## config.mk

```make
export PLATFORM = sky130hd
export DESIGN_NAME = dsr_frame_pipe
export DESIGN_NICKNAME = d
export VERILOG_FILES = /design/src/rtl/dsr_pkg.sv /design/src/rtl/dsr_word_pack.sv /design/src/rtl/dsr_frame_pipe.sv
export SDC_FILE = /design/constraint.sdc
export NUM_CORES = 1
export LEC_CHECK = 0
export BUFFER_PORTS_ARGS = -buffer_cell sky130_fd_sc_hd__buf_4
export CELL_PAD_IN_SITES_DETAIL_PLACEMENT = 0
export CELL_PAD_IN_SITES_GLOBAL_PLACEMENT = 2
export CORE_UTILIZATION = 34
export DETAILED_ROUTE_END_ITERATION = 7
export PLACE_DENSITY = 0.79
export SKIP_LAST_GASP = 1
export SLEW_MARGIN = 20
export SYNTH_ARGS = -nofsm -noshare
export SYNTH_HDL_FRONTEND = slang
export SYNTH_SLANG_ARGS = --single-unit
```

## constraint.sdc

```tcl
create_clock -name CLK -period 3.91 [get_ports CLK]
set_clock_uncertainty 0.05 [all_clocks]
set_input_delay 0.5865 -clock CLK [delete_from_list [all_inputs] [get_ports CLK]]
set_output_delay 0.5865 -clock CLK [all_outputs]
set_load 0.05 [all_outputs]
```

## src/rtl/dsr_pkg.sv

```systemverilog
// Shared constants for the deserializer frame pipeline: lane/sample widths,
// default frame-lane pattern and the frame-pipe state encoding.
package dsr_pkg;
  localparam int LANE_W   = 6;
  localparam int SAMPLE_W = 2 * LANE_W;

  localparam logic [LANE_W-1:0] FRM_PAT_DEF = 6'b111000;

  localparam logic [1:0] ST_IDLE  = 2'd0;
  localparam logic [1:0] ST_DELAY = 2'd1;
  localparam logic [1:0] ST_RUN   = 2'd2;
  localparam logic [1:0] ST_LOST  = 2'd3;
endpackage

```

## src/rtl/dsr_word_pack.sv

```systemverilog
// Interleaves the even/odd deserializer lanes into one sample word:
// word[2i] = din_evn[i], word[2i+1] = din_odd[i].
module dsr_word_pack
  import dsr_pkg::*;
(
  input  logic [LANE_W-1:0]   din_evn,
  input  logic [LANE_W-1:0]   din_odd,
  output logic [SAMPLE_W-1:0] word
);

  always_comb begin
    word = '0;
    for (int i = 0; i < LANE_W; i++) begin
      word[2*i]   = din_evn[i];
      word[2*i+1] = din_odd[i];
    end
  end

endmodule

```

## src/rtl/dsr_frame_pipe.sv

```systemverilog
// Sample pipeline behind the deserializer alignment FSM: assembles 12-bit words,
// starts output a fixed delay after alignment, and requests realignment on lock loss.
module dsr_frame_pipe
  import dsr_pkg::*;
#(
  parameter logic [LANE_W-1:0] FRM_PAT    = FRM_PAT_DEF,
  parameter int                PIPE_DLY   = 4,
  parameter int                ERR_THRESH = 3
) (
  input  logic                CLK,
  input  logic                RST_N,
  input  logic                STRT_PIPE,
  input  logic                ALIGNED,
  input  logic [LANE_W-1:0]   FRAME,
  input  logic [LANE_W-1:0]   DIN_EVN,
  input  logic [LANE_W-1:0]   DIN_ODD,
  output logic [SAMPLE_W-1:0] DOUT,
  output logic                DOUT_VLD,
  output logic                PIPE_RUN,
  output logic                REALIGN,
  output logic [7:0]          ERR_CNT,
  output logic [1:0]          STATE_DBG
);

  // DELAY holds PIPE_DLY-1 cycles; the counter starts at 0 on entry.
  localparam logic [3:0] DLY_LAST = (PIPE_DLY > 1) ? 4'(PIPE_DLY - 2) : 4'd0;
  localparam logic [3:0] MISS_THR = 4'(ERR_THRESH);

  logic [1:0]          state_q,    state_d;
  logic [3:0]          dly_cnt_q,  dly_cnt_d;
  logic [3:0]          miss_cnt_q, miss_cnt_d;
  logic [7:0]          err_cnt_q,  err_cnt_d;
  logic [LANE_W-1:0]   frame_q,    frame_d;
  logic [SAMPLE_W-1:0] dout_q,     dout_d;
  logic [SAMPLE_W-1:0] packed_word;
  logic                frame_miss;

  dsr_word_pack u_pack (
    .din_evn (DIN_EVN),
    .din_odd (DIN_ODD),
    .word    (packed_word)
  );

  always_comb begin
    state_d    = state_q;
    dly_cnt_d  = dly_cnt_q;
    miss_cnt_d = miss_cnt_q;
    err_cnt_d  = err_cnt_q;
    frame_d    = FRAME;
    dout_d     = packed_word;
    frame_miss = (frame_q != FRM_PAT);

    case (state_q)
      ST_IDLE: begin
        if (STRT_PIPE) begin
          dly_cnt_d  = 4'd0;
          miss_cnt_d = 4'd0;
          state_d    = (PIPE_DLY <= 1) ? ST_RUN : ST_DELAY;
        end
      end
      ST_DELAY: begin
        // ALIGNED is not yet trustworthy in the first DELAY cycle.
        if (!ALIGNED && (dly_cnt_q != 4'd0)) begin
          state_d = ST_IDLE;
        end else if (dly_cnt_q == DLY_LAST) begin
          state_d    = ST_RUN;
          miss_cnt_d = 4'd0;
        end else begin
          dly_cnt_d = dly_cnt_q + 4'd1;
        end
      end
      ST_RUN: begin
        if (frame_miss) begin
          miss_cnt_d = miss_cnt_q + 4'd1;
          if (err_cnt_q != 8'hFF) err_cnt_d = err_cnt_q + 8'd1;
        end else begin
          miss_cnt_d = 4'd0;
        end
        // Upstream already restarting alignment: leave quietly, no REALIGN.
        if (!ALIGNED) begin
          state_d = ST_IDLE;
        end else if (frame_miss && ((miss_cnt_q + 4'd1) == MISS_THR)) begin
          state_d = ST_LOST;
        end
      end
      ST_LOST: state_d = ST_IDLE;
      default: state_d = ST_IDLE;
    endcase
  end

  always_ff @(posedge CLK or negedge RST_N) begin
    if (!RST_N) begin
      state_q    <= ST_IDLE;
      dly_cnt_q  <= '0;
      miss_cnt_q <= '0;
      err_cnt_q  <= '0;
      frame_q    <= '0;
      dout_q     <= '0;
    end else begin
      state_q    <= state_d;
      dly_cnt_q  <= dly_cnt_d;
      miss_cnt_q <= miss_cnt_d;
      err_cnt_q  <= err_cnt_d;
      frame_q    <= frame_d;
      dout_q     <= dout_d;
    end
  end

  // DOUT updates every cycle; DOUT_VLD marks the cycles a consumer may take it.
  assign DOUT      = dout_q;
  assign DOUT_VLD  = (state_q == ST_RUN);
  assign PIPE_RUN  = (state_q == ST_RUN);
  assign REALIGN   = (state_q == ST_LOST);
  assign ERR_CNT   = err_cnt_q;
  assign STATE_DBG = state_q;

endmodule

```

# [After elaboration in Yosys (flattened, before gate mapping)]
# Cells that the tools add are included.
[classes] n_reduce_logical=11 shift=0 n_div=0 n_mul=0 n_eq_ne=13 mux=14 magnitude_cmp=0 addsub=3 bitwise_logic=0
[op_table] cell="2-to-1 mux 4 bit" n=6
[op_table] cell="one-hot mux 4 bit (3 select lines)" n=1
[op_table] cell="2-to-1 mux 2 bit" n=5
[op_table] cell="adder 4 x 1 -> 4 bit, second input constant" n=2
[op_table] cell="adder 8 x 1 -> 8 bit, second input constant" n=1
[op_table] cell="== test 4 x 2 -> 1 bit, second input constant" n=2
[op_table] cell="inequality test 2 bit, second input constant" n=4
[op_table] cell="inequality test 8 bit, second input constant" n=1
[op_table] cell="one-hot mux 2 bit (4 select lines)" n=1
[op_table] cell="one-hot mux 4 bit (2 select lines)" n=1
[op_table] cell="AND reduction 4 bit" n=2
[op_table] cell="inequality test 6 bit, second input constant" n=1
[op_table] cell="AND reduction 3 bit" n=2
[op_table] cell="== test 2 bit, second input constant" n=2
[op_table] cell="nonzero test 4 bit" n=1
[op_table] cell="inequality test 3 x 2 -> 1 bit, second input constant" n=1
[op_table] cell="inequality test 3 bit, second input constant" n=1
[op_table] cell="nonzero test 3 bit" n=1
[op_table] cell="== test 2 x 1 -> 1 bit, second input constant" n=1
[op_table] cell="logical AND 1 bit" n=2
[op_table] cell="zero test 2 bit" n=1
[op_table] cell="nonzero test 2 bit" n=1
[op_table] cell="zero test 1 bit" n=1
[word_totals] regBits=36 mem_bits_rw=0 out_inout_bits=25 n_memories=0 latchBits=0 romBits=0 in_bits=22

# [Depth between registers and ports, before layout]
# Gate-level depths: netlist (run 1).
[logic_depth] ltp_word=6 depth_mapped=6

# [By module]
# From an unflattened synthesis (run 1), not the netlist that was laid out.
[unflattened] hier_cells=131 hier_area_um2=1576.5
[by_module_without_submodules] mod="dsr_frame_pipe" seq_area_each_um2=900.9 n_inst=1 cells_per_inst=119 area_each_um2=1486.4
[by_module_without_submodules] mod="dsr_word_pack" seq_area_each_um2=0.0 n_inst=1 cells_per_inst=12 area_each_um2=90.1

# [Worst setup path before layout (run 1)]
# OpenSTA, ideal clock, no wires.
[synth_timing] path_kind="reg2reg" start="register state_q[1], in the netlist STATE_DBG[1]" end="register err_cnt_q[5], in the netlist ERR_CNT[5]" path_buffers=1 setup_time_ps=82 stages_incl_launch_ff=6 slack_ps=1845 t_arrival_ps=1933 cell_sequence="dfrtp_1 nor2b_4 o31ai_2 buf_2 nor4_2 xor2_1"
[synth_between] elab_chain_cells=2
[synth_lines] element="from (decl)" line="dsr_frame_pipe.sv:29" text="logic [1:0] state_q, state_d;"
[synth_lines] element="from (signal assigned)" line="dsr_frame_pipe.sv:100" text="state_q <= state_d;"
[synth_lines] element="== test 2 bit"
[synth_lines] element="named net DOUT_VLD" line="dsr_frame_pipe.sv:18" text="output logic DOUT_VLD,"
[synth_lines] element="AND reduction 3 bit (no line)"
[synth_lines] element="to (signal assigned)" line="dsr_frame_pipe.sv:103" text="err_cnt_q <= err_cnt_d;"
[synth_lines] element="to (decl)" line="dsr_frame_pipe.sv:32" text="logic [7:0] err_cnt_q, err_cnt_d;"
# The timed path passes the listed nets, and every way through them passes these cells.
# A chain may end at the register's enable or synchronous reset.

# [Final worst setup path (run 1)]
[layout_timing] start="register frame_q[2]" end="register err_cnt_q[1], in the netlist ERR_CNT[1]"
[layout_between] elab_chain_cells=2
[layout_lines] element="from (decl)" line="dsr_frame_pipe.sv:33" text="logic [LANE_W-1:0] frame_q, frame_d;"
[layout_lines] element="from (signal assigned)" line="dsr_frame_pipe.sv:104" text="frame_q <= frame_d;"
[layout_lines] element="inequality test 6 bit" line="dsr_frame_pipe.sv:51" text="frame_miss = (frame_q != FRM_PAT);"
[layout_lines] element="AND reduction 3 bit (no line)"
# No other way between the ends.

==> results.yml, run 1 <==
timing:
  least_setup_slack_across_all_paths_after_layout_ns: 1.94
  setup-tns-final_ns: 0
  worstMarginPinSlew_ns: 0.894
  unrepaired_setup_endpoints_after_global_routing: "no"
  whs_ns: 0.193
  finalCritPeriodShare_pct: 50.5
  max_freq_mhz: 507
  relSlewSlack_pct: 40.0
  finalWorstPathRequiredPeriod_ns: 1.97
  setup_violations: 0
  slew_viol_final: 0
  hold_viol: 0
detailed_routing:
  wl_per_cell_um: 13.8
  drt_first_iter_violations: 41
  drt-total-wl_um: 3030
  num_vias: 1086
  final_antenna_net_count: 0
  post-route-drc-count: 0
  detail_route.first_pass.iterations: 4
  viasPerCell: 4.94
placement:
  port_buffers: 46
  gp_congestion: 0.729
  postPlaceCellArea_um2: 1880
  place_ws_ns: 1.92
  dp_hpwl_um: 2170
  placed_cells: 212
global_routing:
  grt_max_degree: 37
  grt_antenna_before_repair: 0
  globalRouteTotalUtil_pct: 15.0
  grt_remaining_overflow: 0
  grt_pass1_vias: 1108
  grt_pass1_wl_um: 4960
synthesis:
  post_synth_inst_count: 119
  number_of_synthesized_register_bits: 36
  synth_cell_types: 35
  postSynthAreaPerCell_um2: 12.5
  total_of_warnings_raised_by_yosys: 0
  async_flop_share_pct: 100
  synth.yosys.seq_area_share_pct: 60.6
  synthFlopType: "dfrtp_1"
  synth-edff-count: 0
  area_of_the_mapped_netlist_um2: 1490
  synth_nets: 147
critical_path:
  critPathRequiredTime_ns: 4.03
  cpMaxStageDelayCell: "o31ai_2"
  critical_path.max_stage_delay_ns: 0.74
  rrSetupSlack_ns: 1.94
  timing_worst_setup_path_type: "reg -> reg"
  crit-reg2reg-launch: "frame_q[2]"
  cp-start-kind: "flip-flop"
  regToRegEndpoint: "ERR_CNT[1]"
  timing.reg2reg.worst_path_depth: 4
  critical_path.max_fanout: 13
  timing.critical_path.to_type: "flip-flop"
  worstPathArrival_ns: 2.09
  timing.critical_path.cells: "nand4b_1 -> o31ai_2 -> nor2_1 -> mux2_1"
layout:
  diodes: 0
  multi_input_area_um2: 546
  drive_above_1_share_pct: 35.9
  final_cell_count_no_fill: 220
  sequential_cell_area_um2: 901
  layout.cells.most_common_list: "buf_4, dfrtp_1, nand2_1, o21ai_0, xor2_1"
  final_area_um2: 1970
  num-nets-final: 197
  layout.filler_cells: 388
  area.growth.synth_to_final_pct: 32.5
  leading_cell_type_in_the_layout_fill_and_taps_excluded: "buf_4"
die:
  core_area_um2: 4090
  design.die.area_um2: 4640
  die_boundary_height_um: 68.1
  chipWidth_um: 68.1
  initial_utilization_pct: 36.4
  row_count: 23
  top_level_ports: 47
clocking:
  clock_root_buffer: "clkbuf_8"
  clk_pin_slew_ns: 0.08
  tritoncts_clock_tree: "yes"
  clock_latency_of_the_later_clocked_register_in_the_worst_skew_pair_ns: 0.29
  ctsResizeCount: 0
  cts_max_level: 2
  post-cts-setup-buffers: 0
  cts_sinks: 36
  cts.path.max_buffers: 2
  holdBufCountCts: 0
  cts_buffers: 5
pwr:
  power_leakage_nw: 0.943
  vdd.ir_drop.worst_v: 0.000360
  pwr_density_cell_nw_per_um2: 587
min_path:
  min-delay-path-class: "in -> async"
run_status:
  status: "finished clean"
flow_run:
  max_capacitance_violation_total: 0
-- Yosys cell counts, types with 2 or more instances --
cell / count / area share [%]
inv_1: 6 / 1.5
a21o_1: 2 / 1.0
nand2_1: 8 / 2.0
nand4_1: 3 / 1.3
o21ai_0: 8 / 2.7
buf_2: 2 / 0.67
nand3_1: 6 / 2.0
nor3b_1: 3 / 1.5
nor2_1: 2 / 0.51
dfrtp_1: 36 / 61
ha_1: 6 / 5.1
xor2_1: 7 / 4.1
nand2b_1: 2 / 0.84
o21bai_1: 2 / 1.0
nor2b_1: 2 / 0.84
o311ai_0: 2 / 1.2
nor3_1: 3 / 1.0
nor4_2: 2 / 1.7
-- routing by layer --
layer / up-vias / GRT usage [%] / share of wire (%)
met2: 21 / 26.8 / 51
met4: 0 / 6.25 / 1.1
li1: 516 / - / -
met3: 5 / 4.17 / 4.3
met1: 544 / 16.4 / 43
met5: - / 0 / 0
-- registers in the layout, indices dropped and copies added, names as in the netlist --
name and count:
STATE_DBG 2, miss_cnt_q 4, ERR_CNT 8, DOUT 12, dly_cnt_q 4, frame_q 6
-- stage by stage --
step | total power, mW | utilization (%)
floorplan | 0.775 | -
global placement | 0.896 | 45.9
detailed placement | 0.901 | 45.9
CTS | 1.17 | 48.2
global route | 1.23 | 48.2
finish | 1.16 | 48.2
-- report_power, final --
| part | internal, mW | switching, mW |
|---|---|---|
| combinational | 0.144 | 0.247 |
| clock | 0.126 | 0.141 |
| sequential | 0.425 | 0.0723 |
| total | 0.695 | 0.461 |
-- how the worst max path moves through the flow --
stage / startpoint / slack, ns / depth (start not counted) / to
floorplan: STATE_DBG[1] / 1.84 / 5 / ERR_CNT[5]
global placement: frame_q[2] / 1.96 / 4 / ERR_CNT[1]
detailed placement: frame_q[2] / 1.92 / 4 / ERR_CNT[1]
CTS: frame_q[2] / 1.91 / 4 / ERR_CNT[1]
global route: frame_q[2] / 1.78 / 4 / ERR_CNT[1]
finish: frame_q[2] / 1.94 / 4 / ERR_CNT[1]
-- layout make-up --
class / count / area share [%]
repair buffers: 46 / 17.5
clock buffers: 5 / 3.49
well taps: 50 / 3.18
flip-flops and latches: 36 / 45.7
inverters: 6 / 1.14
multi-input cells: 74 / 27.7
clock inverters: 3 / 1.21
-- cells by family (layout without fill, tap and decap cells) --
family / count (synthesis) / count (layout) / synth area share, %
buffers and inverters: 9 / 60 / 2.69
flip-flops: 36 / 36 / 60.6
adder cells (fa/ha/maj): 6 / 6 / 5.05
XOR/XNOR: 8 / 8 / 4.71
AND/OR/NAND/NOR: 37 / 37 / 15.4
AO/OA/AOI/OAI: 21 / 21 / 10.0
multiplexers: 2 / 2 / 1.52
-- critical path: cells and delay by family (launching register included) --
family	cells	cell delay, ns
AO/OA/AOI/OAI	1	0.74
AND/OR/NAND/NOR	2	0.36
flip-flops	1	0.36
multiplexers	1	0.35
Note: power is estimated with default switching activity, not from simulation.
==> run 2, diff against run 1 <==
ABC_AREA = 1   (was unset)
CORE_UTILIZATION = 30   (was 34)
PLACE_DENSITY = 0.74   (was 0.79)
clock period = 2.1 ns   (was 3.91 ns; I/O delays follow)
==> run 2 against run 1 <==
Synthesized area increased by 4.7%. Global-route usage decreased by 2.0 points. Power increased by 110%. Sequential power increased by 87%. Synthesized cell count increased by 36%. Die area increased by 18%. Cell count increased by 29%. Setup slack got worse by 1.4 ns. Flip-flop and latch count unchanged. Non-clock buffer count increased by 1. Via count increased by 7.9%. Critical endpoint is now PIPE_RUN.
==> results.yml, run 2 <==
critical_path:
  timing.critical_path.to_type: "output pin"
  timing.reg2reg.worst_path_depth: 8
  critical_path.max_fanout: 4
  crit-reg2reg-launch: "ERR_CNT[1]"
  timing_worst_setup_path_type: "reg -> out"
  worstPathArrival_ns: 1.22
  cp-start-kind: "flip-flop"
  critPathRequiredTime_ns: 1.74
  regToRegEndpoint: "ERR_CNT[7]"
  rrSetupSlack_ns: 0.64
layout:
  layout.cells.most_common_list: "nand2_1, buf_4, dfrtp_1"
  multi_input_area_um2: 563
  num-nets-final: 243
  sequential_cell_area_um2: 901
  area.growth.synth_to_final_pct: 33.7
  layout.filler_cells: 479
  drive_above_1_share_pct: 31.0
  largest_register_ff_count: 12
  final_core_util_pct: 42.9
  diodes: 0
  leading_cell_type_in_the_layout_fill_and_taps_excluded: "nand2_1"
  final_area_um2: 2080
detailed_routing:
  wl_per_cell_um: 10.9
  drt_first_iter_violations: 68
  viasPerCell: 4.14
  num_vias: 1172
  detail_route.first_pass.iterations: 4
  drt-total-wl_um: 3080
  post-route-drc-count: 0
  final_antenna_net_count: 0
clocking:
  clk_pin_slew_ns: 0.08
  cts_buffers: 5
  clock_root_buffer: "clkbuf_8"
  tritoncts_clock_tree: "yes"
  cts_max_level: 2
  clock_latency_of_the_later_clocked_register_in_the_worst_skew_pair_ns: 0.29
  ctsResizeCount: 0
  cts.path.max_buffers: 2
  cts_sinks: 36
min_path:
  timing.hold.worst.start: "FRAME[1]"
  hold_path_end: "frame_q[1]"
  min-delay-path-class: "in -> reg"
  hold-path-cell-count: 1
timing:
  finalCritPeriodShare_pct: 75.5
  slew_viol_final: 0
  unrepaired_setup_endpoints_after_global_routing: "no"
  setup-tns-final_ns: 0
  finalWorstPathRequiredPeriod_ns: 1.59
  setup_violations: 0
  hold_viol: 0
  worstMarginPinSlew_ns: 0.461
  max_freq_mhz: 630
  relSlewSlack_pct: 69.3
die:
  row_count: 25
  initial_utilization_pct: 32.1
  top_level_ports: 47
  design.die.area_um2: 5480
  die_boundary_height_um: 74.0
  chipWidth_um: 74.0
  core_area_um2: 4850
synthesis:
  synthSimpleGateAreaFrac_pct: 21.9
  synth_largest_area_cell: "dfrtp_1"
  synth_nets: 190
  synth.cells.most_frequent: "nand2_1, dfrtp_1, inv_1"
  yosys-mux-area-fraction_pct: 0
  total_of_warnings_raised_by_yosys: 0
  post_synth_inst_count: 162
  fraction_of_the_mapped_netlist_area_in_compound_gates_pct: 4.34
  yosysTopAreaCellShare_pct: 57.9
  number_of_synthesized_register_bits: 36
  async_flop_share_pct: 100
  yosysMostFrequentCell: "nand2_1"
  synth-edff-count: 0
  synth-xor-area-share_pct: 5.06
  synth-adder-area-share_pct: 4.82
  synth.yosys.seq_area_share_pct: 57.9
  synth_cell_types: 24
  synthTopCellsByArea: "dfrtp_1, nand2_1, ha_1"
  area_of_the_mapped_netlist_um2: 1560
  postSynthAreaPerCell_um2: 9.61
  combinational_family_with_the_most_area_after_synthesis: "simple AND/OR/NAND/NOR gates"
  synthFlopType: "dfrtp_1"
flow_run:
  max_capacitance_violation_total: 0
pwr:
  total_power_mw: 2.45
  pwr_density_cell_nw_per_um2: 1180
  vdd.ir_drop.worst_v: 0.000556
  power_leakage_nw: 1.07
global_routing:
  grt_max_degree: 37
  grt_remaining_overflow: 0
  grt_pass1_wl_um: 5200
  grt_pass1_vias: 1183
  globalRouteTotalUtil_pct: 13.0
  grt_antenna_before_repair: 0
placement:
  gp_congestion: 0.771
  port_buffers: 46
  postPlaceCellArea_um2: 1980
  dp_hpwl_um: 2240
run_status:
  status: "finished clean"
-- run 2: cell types whose count changed after synthesis, moves of 3 or more --
cell     delta
inv_1      +10
inv_2       +3
nand2_1    +41
nand3_1     +3
nor2_1      +5
nor3b_1     -3
o21ai_0     -3
o21ai_1     +3
-- run 2: critical path: stages (launching register included) --
cell,delay [ns]
dfrtp_1,0.45
inv_2,0.07
nor2_2,0.18
buf_4,0.23
-- run 2: how the worst max path moves through the flow --
stage / from / endpoint / slack [ns] / cells after the start
after global routing: STATE_DBG[1] / DOUT_VLD / 0.39 / 3
after global placement: dly_cnt_q[0] / miss_cnt_q[3] / 0.70 / 7
after detailed placement: ERR_CNT[1] / ERR_CNT[7] / 0.63 / 8
after floorplan: STATE_DBG[1] / PIPE_RUN / 0.13 / 3
after CTS: STATE_DBG[1] / PIPE_RUN / 0.48 / 3
final: STATE_DBG[1] / PIPE_RUN / 0.51 / 3
-- run 2: cell type report --
cell class,count,share of cell area [%]
tap,67,4.03
multi-input combinational,104,27.1
timing repair buffer,47,17.1
sequential,36,43.3
inverter,21,4.09
clock inverter,3,1.14
clock buffer,5,3.31
-- run 2: logic make-up after synthesis --
kind of cell               Yosys count
DFF                                 36
buffers and inverters               22
xor gates and xnor gates             9
and+or+nand+nor                     77
adders and majority gates            6
AOI/OAI and AO/OA                   12
-- run 2: per-stage QoR --
step / worst slack [ns] / cells / hold slack [ns]
global placement: 0.703 / 274 / 0.250
finish: 0.514 / 283 / 0.0746
floorplan: 0.134 / 162 / -0.0306
CTS: 0.481 / 283 / 0.0621
global route: 0.394 / 283 / 0.0539
detailed placement: 0.635 / 274 / 0.262
-- run 2: report_power, final --
group / total (mW) / internal (mW) / switching, mW
combinational: 1.01 / 0.321 / 0.690
sequential: 0.928 / 0.806 / 0.122
clock: 0.509 / 0.235 / 0.274
-- run 2: metal layers --
metal	wire, um	track usage, %	vias to the layer above
met5	0	0	-
met4	65	7.05	0
met3	191	4.74	6
met2	1390	20.5	36
met1	1430	15.3	523
li1	-	-	607
-- run 2: what timing repair did --
action / 4_1_cts / 5_1_grt
hold endpoints to repair: 36 / 0
setup buffers: 0 / 0
hold buffers: 1 / 0
